===== config.mk =====
export PLATFORM = sky130hd
export DESIGN_NAME = comet2_serial_sub
export DESIGN_NICKNAME = d
export VERILOG_FILES = /design/src/rtl/comet2_alu_pkg.sv /design/src/rtl/comet2_fa1.sv /design/src/rtl/comet2_serial_sub.sv
export SDC_FILE = /design/constraint.sdc
export NUM_CORES = 1
export LEC_CHECK = 0
export CORE_AREA = 3 3 82 84
export DETAILED_ROUTE_END_ITERATION = 6
export DIE_AREA = 0 0 85 87
export GPL_TIMING_DRIVEN = 0
export PLACE_DENSITY_LB_ADDON = 0.08
export RECOVER_POWER = 100
export SYNTH_ARGS = -nofsm -noshare
export SYNTH_HDL_FRONTEND = slang
export SYNTH_HIERARCHICAL = 1
export SYNTH_SLANG_ARGS = --single-unit

===== constraint.sdc =====
create_clock -name clk -period 2.3 [get_ports clk]
set_clock_uncertainty 0.1 [all_clocks]
set_input_delay 0.46 -clock clk [delete_from_list [all_inputs] [get_ports clk]]
set_output_delay 0.46 -clock clk [all_outputs]
set_load 0.05 [all_outputs]

===== src/rtl/comet2_alu_pkg.sv =====
`default_nettype none
// ============================================================================
//  Module      : comet2_alu_pkg
//  Description : Shared constants for the COMET2 ALU slice: word width,
//                serial-subtractor state encoding and flag-register indices.
//  Revision    : 1.0 - initial release
// ============================================================================
package comet2_alu_pkg;

    // COMET2 machine word width
    localparam int WORD_W = 16;

    // Serial subtractor control states
    typedef logic [1:0] state_t;
    localparam logic [1:0] c_ST_IDLE = 2'd0;
    localparam logic [1:0] c_ST_RUN  = 2'd1;
    localparam logic [1:0] c_ST_DONE = 2'd2;

    // Bit positions inside the FR flag register
    localparam int FLAG_OF = 2;
    localparam int FLAG_SF = 1;
    localparam int FLAG_ZF = 0;

endpackage : comet2_alu_pkg
`default_nettype wire


===== src/rtl/comet2_fa1.sv =====
`default_nettype none
// ============================================================================
//  Module      : comet2_fa1
//  Description : Single-bit full adder cell used by the serial datapath.
//  Revision    : 1.0 - initial release
// ============================================================================
module comet2_fa1 (
    input  logic x,
    input  logic y,
    input  logic cin,
    output logic s,
    output logic cout
);

    // Sum and carry of three one-bit inputs
    always_comb begin
        s    = x ^ y ^ cin;
        cout = (x & y) | (x & cin) | (y & cin);
    end

endmodule : comet2_fa1
`default_nettype wire


===== src/rtl/comet2_serial_sub.sv =====
`default_nettype none
// ============================================================================
//  Module      : comet2_serial_sub
//  Description : Bit-serial subtractor/comparator. Computes d = a - b as
//                a + ~b + 1, LSB first, one bit per clock, and produces the
//                COMET2 OF/SF/ZF flags for arithmetic or logical compares.
//  Revision    : 1.0 - initial release
// ============================================================================
module comet2_serial_sub
    import comet2_alu_pkg::*;
#(
    parameter int WIDTH = WORD_W
) (
    input  logic             clk,
    input  logic             rst,
    input  logic             start,
    input  logic [WIDTH-1:0] a,
    input  logic [WIDTH-1:0] b,
    input  logic             logical,
    output logic             busy,
    output logic             done,
    output logic [WIDTH-1:0] d,
    output logic             of,
    output logic             sf,
    output logic             zf
);

    localparam int CW = $clog2(WIDTH);
    localparam logic [CW-1:0] c_LAST_BIT = CW'(WIDTH - 1);

    state_t           r_state;
    logic [WIDTH-1:0] r_a_sr;
    logic [WIDTH-1:0] r_b_sr;
    // Holds the first WIDTH-1 sum bits; the last bit joins them directly
    // when the result is published, so d never shows a partial value.
    logic [WIDTH-2:0] r_res_sr;
    logic             r_carry;
    logic [CW-1:0]    r_cnt;
    logic             r_logical;
    logic             r_busy;
    logic             r_done;
    logic [WIDTH-1:0] r_d;
    logic [2:0]       r_flags;

    logic             w_nb;
    logic             w_sum;
    logic             w_cout;
    logic [WIDTH-1:0] w_d_final;
    logic [2:0]       w_flags;

    assign w_nb = ~r_b_sr[0];

    comet2_fa1 u_fa (
        .x    (r_a_sr[0]),
        .y    (w_nb),
        .cin  (r_carry),
        .s    (w_sum),
        .cout (w_cout)
    );

    // Final result and flags, meaningful on the last RUN bit where the
    // operand LSBs are the original sign bits and w_sum is the result MSB.
    always_comb begin
        w_d_final        = {w_sum, r_res_sr};
        w_flags          = '0;
        w_flags[FLAG_SF] = w_sum;
        w_flags[FLAG_ZF] = (w_d_final == '0);
        if (r_logical) begin
            w_flags[FLAG_OF] = ~w_cout;
        end else begin
            w_flags[FLAG_OF] = (r_a_sr[0] != r_b_sr[0]) && (w_sum != r_a_sr[0]);
        end
    end

    // Control FSM, bit counter, operand/result shift registers and outputs
    always_ff @(posedge clk) begin
        if (rst) begin
            r_state   <= c_ST_IDLE;
            r_a_sr    <= '0;
            r_b_sr    <= '0;
            r_res_sr  <= '0;
            r_carry   <= 1'b0;
            r_cnt     <= '0;
            r_logical <= 1'b0;
            r_busy    <= 1'b0;
            r_done    <= 1'b0;
            r_d       <= '0;
            r_flags   <= '0;
        end else begin
            r_done <= 1'b0;
            case (r_state)
                c_ST_IDLE: begin
                    if (start) begin
                        r_a_sr    <= a;
                        r_b_sr    <= b;
                        r_logical <= logical;
                        r_carry   <= 1'b1;
                        r_cnt     <= '0;
                        r_busy    <= 1'b1;
                        r_state   <= c_ST_RUN;
                    end
                end
                c_ST_RUN: begin
                    r_res_sr <= {w_sum, r_res_sr[WIDTH-2:1]};
                    r_a_sr   <= {1'b0, r_a_sr[WIDTH-1:1]};
                    r_b_sr   <= {1'b0, r_b_sr[WIDTH-1:1]};
                    r_carry  <= w_cout;
                    r_cnt    <= r_cnt + CW'(1);
                    if (r_cnt == c_LAST_BIT) begin
                        r_d     <= w_d_final;
                        r_flags <= w_flags;
                        r_done  <= 1'b1;
                        r_state <= c_ST_DONE;
                    end
                end
                c_ST_DONE: begin
                    r_busy  <= 1'b0;
                    r_state <= c_ST_IDLE;
                end
                default: begin
                    r_busy  <= 1'b0;
                    r_state <= c_ST_IDLE;
                end
            endcase
        end
    end

    assign busy = r_busy;
    assign done = r_done;
    assign d    = r_d;
    assign of   = r_flags[FLAG_OF];
    assign sf   = r_flags[FLAG_SF];
    assign zf   = r_flags[FLAG_ZF];

endmodule : comet2_serial_sub
`default_nettype wire

=== After elaboration in Yosys (flattened, before gate mapping) ===
Cells that the tools add are included.

* Bits in registers: 76
* Input bits: 36
* Output and inout port bits: 21
* Logic and storage cells: 52

* Add/subtract/negate cells: 1
* Equality and inequality tests: 6
* Multiplexer cells: 14
* Bitwise gates (word level): 10
* Reduce and logical (&&, ||, !) cells: 10

{| class="wikitable"
|+ Operators by type and width
! kind !! number
|-
| 16-bit case mux with 2 select lines || 2
|-
| 16-bit two-way mux || 2
|-
| 16-bit logical NOT || 1
|-
| 2-bit AND reduction || 5
|-
| 4-bit case mux with 2 select lines || 1
|-
| 4-bit by 1-bit adder with 4-bit output, second input constant || 1
|-
| 4-bit == test, second input constant || 1
|-
| 2-bit two-way mux || 2
|-
| 4-bit two-way mux || 1
|-
| 2-bit inequality test, second input constant || 2
|-
| 1-bit case mux with 2 select lines || 2
|-
| 2-bit case mux with 2 select lines || 1
|-
| 1-bit bitwise AND || 3
|-
| 1-bit two-way mux || 3
|-
| 1-bit NOT || 3
|-
| 2-bit by 1-bit == test with 1-bit output, second input constant || 1
|-
| 2-bit logical NOT || 1
|-
| 1-bit inequality test || 2
|-
| 1-bit OR || 2
|-
| 2-bit nonzero test || 1
|-
| 2-bit OR reduction || 1
|-
| 1-bit XOR || 2
|-
| 1-bit logical AND || 1
|}

=== Depth between registers and ports, before layout ===
* Depth in word-level cells: 6
* Gate-level depth with buffers: 6
* Depth with buffers taken out: 6

=== Cells and area by module ===
Netlist, hierarchy kept.

{| class="wikitable"
|+ Modules (own cells, without submodules)
! module !! instances !! cells each !! area each (um^2) !! seq. area each (um^2)
|-
| comet2_serial_sub || 1 || 375 || 3123.0 || 1501.4
|-
| comet2_fa1 || 1 || 1 || 20.0 || 0.0
|}

=== Least setup slack after synthesis ===
No wires, ideal clock.

* Path kind: register to register
* Start point: reg r_b_sr[0]
* End point: reg r_flags[0]
* Library setup time: 0.070 ns
* Arrival time: 1.505 ns
* Data required time: 2.130 ns
* Path slack: 0.625 ns
* Cell stages (with the launch flop): 7
* Buffers on the path: 0
* Period minus slack after synthesis: 1.675 ns
* Cell sequence: dfxtp_1 > inv_1 > fa_1 > nor4_1 > and4_1 > nand2_1 > a21oi_1

* Longest elaborated chain between the ends: 4

{| class="wikitable"
|+ RTL lines
! element !! line !! RTL
|-
| from (decl) || comet2_serial_sub.sv:33 || <nowiki>logic [WIDTH-1:0] r_b_sr;</nowiki>
|-
| from (signal assigned) || comet2_serial_sub.sv:106 || <nowiki>r_b_sr <= {1'b0, r_b_sr[WIDTH-1:1]};</nowiki>
|-
| 1-bit NOT || comet2_serial_sub.sv:51 || <nowiki>assign w_nb = ~r_b_sr[0];</nowiki>
|-
| named net w_nb || comet2_serial_sub.sv:45 || <nowiki>logic w_nb;</nowiki>
|-
| 1-bit XOR (2 in a row) || comet2_fa1.sv:17 || <nowiki>s = x ^ y ^ cin;</nowiki>
|-
| named net w_flags[1] || comet2_serial_sub.sv:49 || <nowiki>logic [2:0] w_flags;</nowiki>
|-
| 16-bit logical NOT || comet2_serial_sub.sv:67 || <nowiki>w_flags[FLAG_ZF] = (w_d_final == '0);</nowiki>
|-
| to (signal assigned) || comet2_serial_sub.sv:111 || <nowiki>r_flags <= w_flags;</nowiki>
|-
| to (decl) || comet2_serial_sub.sv:43 || <nowiki>logic [2:0] r_flags;</nowiki>
|}

The timed path passes the listed nets, and every way through them passes these cells.
A chain may end at the register's enable or synchronous reset.

==> qor.log <==
qor: synth.yosys_register_bits 75
qor: synth.synth.yosys.warnings 6
qor: synth.synth_cell_type_count 30
qor: global_route.globalRouteOverflowTotal 0
qor: die.floorplan.die.width 85 µm
qor: timing.setup_viol 0
qor: global_route.grt_util_met3 0.0511
qor: cts.cts_inserted_buffers 9
qor: timing.finalHoldViolations 0
qor: global_route.global_route.usage.met1 0.249
qor: synth.syn-cell-area 3140 µm²
qor: critical_path.crit_path_launch_type flop
qor: die.num_rows 28
qor: timing.min_period_over_period 0.947
qor: outcome.outcome finished, final reports clean
qor: critical_path.worstSetupEndpointType primary output
qor: critical_path.cp.required 1.74 ns
qor: synth.avgSynthCellArea 8.36 µm²
qor: synth.yosysTopAreaCell sky130_fd_sc_hd__dfxtp_1
qor: synth.synth.top_cell.area_share 0.478
qor: die.die_area 7400 µm²
qor: final_layout.mostFrequentLayoutCells sky130_fd_sc_hd__nand2_1 (129), sky130_fd_sc_hd__dfxtp_1 (75), sky130_fd_sc_hd__a21oi_1 (42)
qor: pwr.power.leakage 1.48 nW
qor: critical_path.critPathArrivalTime 1.62 ns
qor: place.gp_routability_congestion 0.825
qor: cts.cts_hold_buf 0
qor: place.dp_hpwl 4880 µm
qor: final_layout.antenna_cells 0
qor: final_layout.filler_cell_count 524
qor: final_layout.drive_above_1_share 0.0917
qor: synth.synth-compound-area-share 0.208
qor: cts.cts_max_path_buffers 2
qor: synth.postSynthNetCount 414
qor: routing.drt_pass1_iterations 4
qor: routing.count_of_nets_left_with_antenna_violations_after_detail_routing 0
qor: cts.post-cts-setup-buffers 0
qor: synth.synth.area.top_cells sky130_fd_sc_hd__dfxtp_1 (48%), sky130_fd_sc_hd__nand2_1 (15%), sky130_fd_sc_hd__a311oi_2 (12%)
qor: pwr.worst_ir_drop_vdd 0.459 mV
qor: final_layout.leading_cell_type_in_the_layout_fill_and_taps_excluded sky130_fd_sc_hd__nand2_1
qor: timing.holdWs 0.350 ns
qor: timing.finalWorstSetupSlack 0.121 ns
qor: global_route.grt_util_all_layers 0.199
qor: cts.cts_sinks 75
qor: cts.clock_latency_at_the_later_pin_of_the_worst_skew_pair 0.35 ns
qor: worst_hold_path.hp_class reg2reg
qor: cts.clockRootBuffer sky130_fd_sc_hd__clkbuf_8
qor: synth.combinational_family_with_the_most_area_after_synthesis simple AND/OR/NAND/NOR gates
qor: routing.initialDrtViolationCount 107
qor: pwr.ratio_of_total_power_to_cell_area 785 nW/µm²
qor: cts.clk_transition_reported_paths 0.08 ns
qor: cts.clock_tree_from_tritoncts yes
qor: cts.postCtsResizedCells 0
qor: die.design.portCount 57
qor: place.place_worst_setup_slack 0.0774 ns
qor: timing.number_of_max_slew_violations_in_the_final_report 0
qor: synth.muxShareOfSynthArea 0
qor: synth.yosys.area_share.xor_xnor 0
qor: routing.wire_per_inst 13.4 µm
qor: die.floorplan.initialDensity 0.525
qor: final_layout.layout-area-overhead-vs-synth 25.4%
qor: routing.finalWirelength 7010 µm
qor: die.die_h 87 µm
qor: critical_path.path_max_fanout 3
qor: global_route.grt_most_used_layer met2
qor: synth.gate_count_after_technology_mapping 376
qor: routing.drc_errors 0
qor: timing.max_slew.worst_pin.slew 0.822 ns
qor: global_route.maximum_number_of_pins_on_one_net_before_global_route_repair 14
qor: synth.synth.yosys.seq_area_share 0.478
qor: place.buffer_ports.inserted 55
qor: critical_path.timing.setup.critical_path_class reg2out
qor: global_route.grt_first_pass_wirelength 11900 µm
qor: final_layout.multi_input_area 1380 µm²
qor: timing.final.setup.tns 0 ns
qor: cts.htree_num_levels 3
qor: routing.detail_route.vias_per_cell 5.29
qor: final_layout.regArea 1500 µm²
qor: timing.grt_setup_unrepaired no
qor: timing.max_clock_freq 459 MHz
qor: global_route.grt_antenna_before_repair 0
qor: synth.synth-simple-area-share 0.251
qor: job.max_cap_violations 0
qor: global_route.use_met2 0.331
qor: final_layout.postLayoutCoreUtil 0.658
qor: timing.max_slew_margin 0.450
qor: final_layout.nets 480
qor: timing.final.min_clock_period 2.18 ns
qor: synth.synthesized_area_fraction_occupied_by_adder_cells 0.0104
qor: routing.num_vias 2760
qor: die.core_outline_area 5990 µm²
qor: global_route.via_count_of_the_first_global_routing_pass 2684
critical path, cell delays in order (launching register included):
cell and delay, ns:
sky130_fd_sc_hd__dfxtp_1 0.35, sky130_fd_sc_hd__clkbuf_4 0.13, sky130_fd_sc_hd__clkdlybuf4s50_1 0.79
Yosys cell counts, drive strengths merged:
master	n
nand2	129
dfxtp	75
a21oi	42
nor2	42
a311oi	29
buf	22
clkbuf	7
nor3	5
nand3	4
nor4	4
nand2b	2
nor3b	2
o21ai	2
a211o	1
a211oi	1
a31oi	1
and3b	1
and4	1
fa	1
ha	1
inv	1
nand4	1
nor2b	1
or2	1
per-layer routing:
metal,vias to the layer above,part of all wire
met3,12,0.043
met2,53,0.48
met1,1276,0.46
li1,1419,-
met5,-,0
met4,0,0.016
logic make-up (layout without fill, tap and decap cells):
| logic type | Yosys count | after routing |
|---|---|---|
| simple gates | 193 | 193 |
| compound gates | 76 | 76 |
| flops | 75 | 75 |
| buf+inv | 30 | 101 |
| fa+ha+maj | 2 | 2 |
power by group:
part           internal [W]  total, W  switching (W)  leakage (nW)
sequential          0.00136   0.00140      0.0000409         0.612
combinational      0.000160  0.000355       0.000195         0.737
clock              0.000835   0.00133       0.000499         0.127
sequential cells by signal, summed over array words and instances (netlist names):
register   count
r_cnt          4
r_logical      1
d             15
r_res_sr      15
r_flags        3
r_carry        1
busy           1
done           1
r_state        2
r_b_sr        16
r_a_sr        16
worst paths after layout:
check / startpoint / to / slack (ns) / depth (start not counted)
worst max register to register: r_state[1] / r_cnt[0] / 0.38 / 6
worst min-delay path: r_flags[2] / r_flags[2] / 0.35 / 2
worst min register to register: r_flags[2] / r_flags[2] / 0.35 / 2
worst max-delay path: r_flags[1] / d[15] / 0.12 / 2
area by class of cell:
class,count,area share
Sequential cell,75,0.381
Multi-Input combinational cell,271,0.349
Timing Repair Buffer,55,0.140
Buffer,29,0.0387
Clock inverter,6,0.0346
Clock buffer,10,0.0324
Tap cell,75,0.0238
Inverter,1,0.000952
through the flow:
step,total power (W),area (µm²),instances
finish,0.00309,3940,522
global placement,0.00181,3790,506
global route,0.00320,3940,522
detailed placement,0.00182,3790,506
floorplan,0.00169,3140,376
CTS,0.00314,4050,522
(Power assumes the default switching activity.)
